### src/rtl/kernel_distribution_sequencer_if.sv
// Handshake/config bundle between the layer controller, kernel buffer,
// distributor and PE array. The sequencer connects through the master modport.
interface kernel_distribution_sequencer_if #(
  parameter int depth = 2,
  parameter int AW    = 10
);
  logic             start;
  logic [depth-1:0] cfgTrc;
  logic [AW-1:0]    cfgWords;
  logic             busy;
  logic             done;
  logic             bufRdEn;
  logic [AW-1:0]    bufRdAddr;
  logic [depth-1:0] bankSelect;
  logic [depth-1:0] Trc;
  logic             opValid;
  logic             opReady;

  modport master (
    input  start, cfgTrc, cfgWords, opReady,
    output busy, done, bufRdEn, bufRdAddr, bankSelect, Trc, opValid
  );

  modport slave (
    output start, cfgTrc, cfgWords, opReady,
    input  busy, done, bufRdEn, bufRdAddr, bankSelect, Trc, opValid
  );
endinterface

### src/rtl/kernel_distribution_sequencer.sv
// Walks kernel buffer addresses (outer) and distributor banks (inner) for one
// pass, issuing one buffer read per beat under valid/ready back-pressure.
module kernel_distribution_sequencer #(
  parameter int depth = 2,
  parameter int D     = 1 << depth,
  parameter int AW    = 10
) (
  input  logic clk,
  input  logic reset,
  kernel_distribution_sequencer_if.master bus
);

  typedef enum logic [1:0] {
    IDLE  = 2'd0,
    RUN   = 2'd1,
    DRAIN = 2'd2
  } state_e;

  localparam logic [depth-1:0] BANK_MAX = depth'(D - 1);

  state_e           state_q;
  logic [AW-1:0]    addr_q;
  logic [AW-1:0]    words_q;
  logic [depth-1:0] bank_q;
  logic [depth-1:0] trc_q;
  logic [depth-1:0] bank_sel_q;
  logic             busy_q;
  logic             done_q;
  logic             valid_q;
  logic             issue_s;
  logic             bank_wrap_s;
  logic             last_addr_s;

  // A read issues whenever the output slot is free or being drained this cycle.
  always_comb begin
    issue_s     = 1'b0;
    bank_wrap_s = (bank_q == trc_q) || (bank_q == BANK_MAX);
    last_addr_s = (addr_q == (words_q - AW'(1)));
    if ((state_q == RUN) && (!valid_q || bus.opReady)) begin
      issue_s = 1'b1;
    end else begin
      issue_s = 1'b0;
    end
  end

  assign bus.busy       = busy_q;
  assign bus.done       = done_q;
  assign bus.bufRdEn    = issue_s;
  assign bus.bufRdAddr  = addr_q;
  assign bus.bankSelect = bank_sel_q;
  assign bus.Trc        = trc_q;
  assign bus.opValid    = valid_q;

  always_ff @(posedge clk) begin
    if (reset) begin
      state_q    <= IDLE;
      addr_q     <= '0;
      words_q    <= '0;
      bank_q     <= '0;
      trc_q      <= '0;
      bank_sel_q <= '0;
      busy_q     <= 1'b0;
      done_q     <= 1'b0;
      valid_q    <= 1'b0;
    end else begin
      done_q <= 1'b0;
      // busy stays high through the done cycle and drops one cycle later.
      if (done_q) begin
        busy_q <= 1'b0;
      end

      if (issue_s) begin
        valid_q <= 1'b1;
      end else if (bus.opReady) begin
        valid_q <= 1'b0;
      end

      case (state_q)
        IDLE: begin
          if (bus.start && !busy_q) begin
            trc_q   <= bus.cfgTrc;
            words_q <= bus.cfgWords;
            addr_q  <= '0;
            bank_q  <= '0;
            busy_q  <= 1'b1;
            // An empty pass has nothing to drain, so done fires at once.
            if (bus.cfgWords == '0) begin
              done_q  <= 1'b1;
              state_q <= IDLE;
            end else begin
              state_q <= RUN;
            end
          end
        end
        RUN: begin
          if (issue_s) begin
            bank_sel_q <= bank_q;
            if (bank_wrap_s) begin
              bank_q <= '0;
              if (last_addr_s) begin
                state_q <= DRAIN;
              end else begin
                addr_q <= addr_q + AW'(1);
              end
            end else begin
              bank_q <= bank_q + depth'(1);
            end
          end
        end
        DRAIN: begin
          if (!valid_q || bus.opReady) begin
            done_q  <= 1'b1;
            state_q <= IDLE;
          end
        end
        default: begin
          state_q <= IDLE;
        end
      endcase
    end
  end

endmodule
### src/flat_wrapper.sv
// flat-port wrapper written by rule: the top's interface ports become plain ports
module kernel_distribution_sequencer_flat 
#(
  parameter int depth = 2,
  parameter int D     = 1 << depth,
  parameter int AW    = 10
)
  (clk, reset, bus_start, bus_cfgTrc, bus_cfgWords, bus_opReady, bus_busy, bus_done, bus_bufRdEn, bus_bufRdAddr, bus_bankSelect, bus_Trc, bus_opValid);
  kernel_distribution_sequencer_if #(.depth(depth), .AW(AW)) bus_i ();
  input  logic clk;
  input  logic reset;
  input wire logic [$bits(bus_i.start)-1:0] bus_start;
  input wire logic [$bits(bus_i.cfgTrc)-1:0] bus_cfgTrc;
  input wire logic [$bits(bus_i.cfgWords)-1:0] bus_cfgWords;
  input wire logic [$bits(bus_i.opReady)-1:0] bus_opReady;
  output wire logic [$bits(bus_i.busy)-1:0] bus_busy;
  output wire logic [$bits(bus_i.done)-1:0] bus_done;
  output wire logic [$bits(bus_i.bufRdEn)-1:0] bus_bufRdEn;
  output wire logic [$bits(bus_i.bufRdAddr)-1:0] bus_bufRdAddr;
  output wire logic [$bits(bus_i.bankSelect)-1:0] bus_bankSelect;
  output wire logic [$bits(bus_i.Trc)-1:0] bus_Trc;
  output wire logic [$bits(bus_i.opValid)-1:0] bus_opValid;
  assign bus_i.start = bus_start;
  assign bus_i.cfgTrc = bus_cfgTrc;
  assign bus_i.cfgWords = bus_cfgWords;
  assign bus_i.opReady = bus_opReady;
  assign bus_busy = bus_i.busy;
  assign bus_done = bus_i.done;
  assign bus_bufRdEn = bus_i.bufRdEn;
  assign bus_bufRdAddr = bus_i.bufRdAddr;
  assign bus_bankSelect = bus_i.bankSelect;
  assign bus_Trc = bus_i.Trc;
  assign bus_opValid = bus_i.opValid;
  kernel_distribution_sequencer #(.depth(depth), .D(D), .AW(AW)) u_core (.clk(clk), .reset(reset), .bus(bus_i));
endmodule
### config.mk
export PLATFORM = sky130hd
export DESIGN_NAME = kernel_distribution_sequencer_flat
export DESIGN_NICKNAME = d
export VERILOG_FILES = /design/src/rtl/kernel_distribution_sequencer_if.sv /design/src/rtl/kernel_distribution_sequencer.sv /design/src/flat_wrapper.sv
export SDC_FILE = /design/constraint.sdc
export NUM_CORES = 1
export LEC_CHECK = 0
export ABC_AREA = 1
export ABC_CLOCK_PERIOD_IN_PS = 5100
export BUFFER_PORTS_ARGS = -buffer_cell sky130_fd_sc_hd__buf_2
export CORE_AREA = 5 5 85 87
export CTS_CLUSTER_DIAMETER = 120
export DETAILED_ROUTE_END_ITERATION = 8
export DIE_AREA = 0 0 90 92
export GPL_TIMING_DRIVEN = 1
export SKIP_LAST_GASP = 1
export SLEW_MARGIN = 20
export SYNTH_ARGS = -nofsm -noshare
export SYNTH_HDL_FRONTEND = slang
export SYNTH_SLANG_ARGS = --single-unit
### constraint.sdc
create_clock -name clk -period 5.1 [get_ports clk]
set_clock_uncertainty 0.2 [all_clocks]
set_input_delay 0.255 -clock clk [delete_from_list [all_inputs] [get_ports clk]]
set_output_delay 0.255 -clock clk [all_outputs]
set_load 0.02 [all_outputs]
==> metrics.md <==
| Metric | Value |
|---|---|
| Mapped cell area | between 1500 and 2000 µm² |
| Chip Width | 90 µm |
| Most frequent cell after synthesis | nand2_1 |
| Setup Crit Path Kind | flip-flop to flip-flop |
| Post-CTS Setup Repair Bufs | 0 |
| Nets | roughly 340 |
| Max cap viols | 0 |
| Outcome | finished clean |
| Sequential share of the synthesized area | between 30% and 40% |
| RSZ-0062 raised after global routing | false |
| Mean Syn Cell Area | 6.451 µm² |
| Min-delay worst type | input pin to flip-flop |
| I/O pins | 34 |
| CTS max path bufs | 2 |
| First-pass GRT wire length | 7893 µm |
| Largest cells by area after synthesis | dfxtp_1 (33%), nand2_1 (13%), nor2_1 (9.3%), a21oi_1 (7.0%), nand3_1 (6.5%) |
| Non-filler instance count after layout | 398 |
| Final period util | 47.29% |
| Antenna-violating nets left | 0 |
| Setup violators final | 0 |
| TritonCTS clock tree | yes |
| Grt total ovfl | 0 |
| Antenna violations before repair | 0 |
| Syn Nets | 307 |
| Syn Inst Count | about 290 |
| Area grow syn2layout | 16.63% |
| DR vias/cell | 4.653 |
| Vias | about 1,900 |
| CTS Buf Count | 5 |
| Netlist cell types | 30 |
| Drt total wl | 4756 µm |
| CTS Hold Bufs | 0 |
| Placed cell area | 2074 µm² |
| Total power | 0.0008775 W |
| Peak supply drop | 168.7 µV |
| EDFF count, synth | 0 |
| Final count of hold timing violations | 0 |
| Min Tclk post-route | 2.412 ns |
| Top_reg_cell synth | dfxtp_1 |
| Total GRT Usage | 11.56% |
| Cell taking the most area after synthesis | dfxtp_1 |
| Clock Root Buffer | clkbuf_8 |
| Diodes inserted | 0 |
| Leak | about 0.96 nW |
| Height of the die | just over 90 µm |
| Dpl cells | 390 |
| Share of cells above drive strength 1 | 17.45% |
| Dpl hpwl | 3651 µm |
| Element type at the critical path start | flip-flop |
| Synth top cells by count | nand2_1 (64), nor2_1 (46), dfxtp_1 (31) |
| H-tree depth | 2 |
| DR pass1 iterations | 4 |
| Ys Warns | 0 |
| Vias in the first global route | between 1,500 and 2,000 |
| Synthesized flop and latch total | 31 |
| Setup TNS | 0 ns |
| DR WL/cell | 11.95 µm |
| Die area | approximately 8300 µm² |
| Design area | 2167 µm² |
| Largest net degree at the start of global routing | 26 |
| Pwr/cell area | 404.9 nW/µm² |
| Slew headroom | 43.35% |
| Clk pin slew, worst setup/hold paths | 0.08 ns |
| Initial DRC count | around 110 |
| CORE AREA | 6277 µm² |
| Post_cts resized | 0 |
| GP Congestion | between 0.8 and 0.9 |
| Starting Density | between 20% and 30% |
| Pins Over Slew Limit | 0 |
| Worst skew pair latency | 0.30 ns |
| CP arrival | 2.39 ns |
| Share of flip-flops with an asynchronous set or reset | 0% |
| Fmax | 0.4146 GHz |
| Area fraction of the dominant cell type after synthesis | 33.40% |
| Crit end category | flip-flop |
| Buffers added on ports | 33 |
| Worst-Margin Slew | 0.8466 ns |
| DRC | 0 |
| FP Rows | 29 |
| Critical path peak fanout | 12 |
| CTS sink cnt | 31 |
| Req. time, crit path | 5.08 ns |
## registers in the layout (all words and copies together), names as in the netlist
name,cells
u_core.bus.done,1
u_core.words_q,10
u_core.bus.Trc,2
u_core.bus.bankSelect,2
u_core.state_q,2
u_core.bus.opValid,1
u_core.bank_q,2
u_core.bus.bufRdAddr,10
u_core.bus.busy,1
## stage by stage
stage	worst slack (ns)	hold WS (ns)	utilization [%]
finish	2.688	0.007659	34.52
CTS	2.735	0.0002960	34.52
global placement	2.740	0.2617	33.05
floorplan	3.144	0.1241	-
detailed placement	2.749	0.2726	33.05
global route	2.514	0.02040	34.52
## layout by cell type, fill, tap and decap left out, drive strengths merged
cell / netlist / layout
clkbuf: 3 / 5
buf: 5 / 33
nor3b: 1 / 1
xor2: 7 / 7
o22ai: 1 / 1
nor4: 2 / 2
nand2: 67 / 67
nand3: 26 / 26
nor3: 5 / 5
o211ai: 1 / 1
nand4: 4 / 4
clkinvlp: 0 / 2
ha: 3 / 3
dfxtp: 31 / 31
xnor2: 3 / 3
a21oi: 26 / 26
o21ai: 16 / 16
o21a: 1 / 1
nor2: 53 / 53
inv: 32 / 33
nand3b: 1 / 1
## logic make-up (layout without fill, tap and decap cells)
group           count (synthesis)  in the layout  synth area share [%]
simple gates                  159            159                 38.52
fa+ha+maj                       3              3                 2.020
buf+inv                        40             73                 8.888
compound gates                 45             45                 12.46
xor+xnor                       10             10                 4.714
flops                          31             31                 33.40
## worst max-delay path, cell delays in order (launching register included)
cell and delay (ns):
dfxtp_1 0.42, nor2_4 0.10, inv_1 0.31, o211ai_1 0.23, nor2_1 0.69, nand3_1 0.19, nand2_1 0.12, nor2_1 0.04
## routing by layer
layer	GRT usage, %	up-vias	share of wire [%]
met1	15.42	814	52
met2	17.93	39	42
met4	4.591	0	2.1
li1	-	989	-
met5	0	-	0
met3	2.864	10	3.7
## power by group
| group | internal, W | switching (W) |
|---|---|---|
| combinational | 0.000113 | 0.000244 |
| clock | 0.0000975 | 0.000109 |
| sequential | 0.000278 | 0.0000356 |
## layout make-up
cell class              count  area, µm²
clock inverters             3      23.77
flip-flops and latches     31      620.6
well taps                  77      96.34
inverters                  32      120.1
multi-input cells         217       1072
clock buffers               5      68.82
fillers                   711       4110
repair buffers             33      165.2
## final timing paths
| check | start | end | slack (ns) | cells past startpoint |
|---|---|---|---|---|
| max | u_core.state_q[1] | u_core.bus.bufRdAddr[1] | 2.69 | 7 |
| min | bus_cfgTrc[0] | u_core.bus.Trc[0] | 0.008 | 3 |
| max reg2reg | u_core.state_q[1] | u_core.bus.bufRdAddr[1] | 2.69 | 7 |
| min reg2reg | u_core.words_q[9] | u_core.words_q[9] | 0.28 | 2 |
Note: power is estimated with default switching activity, not from simulation.
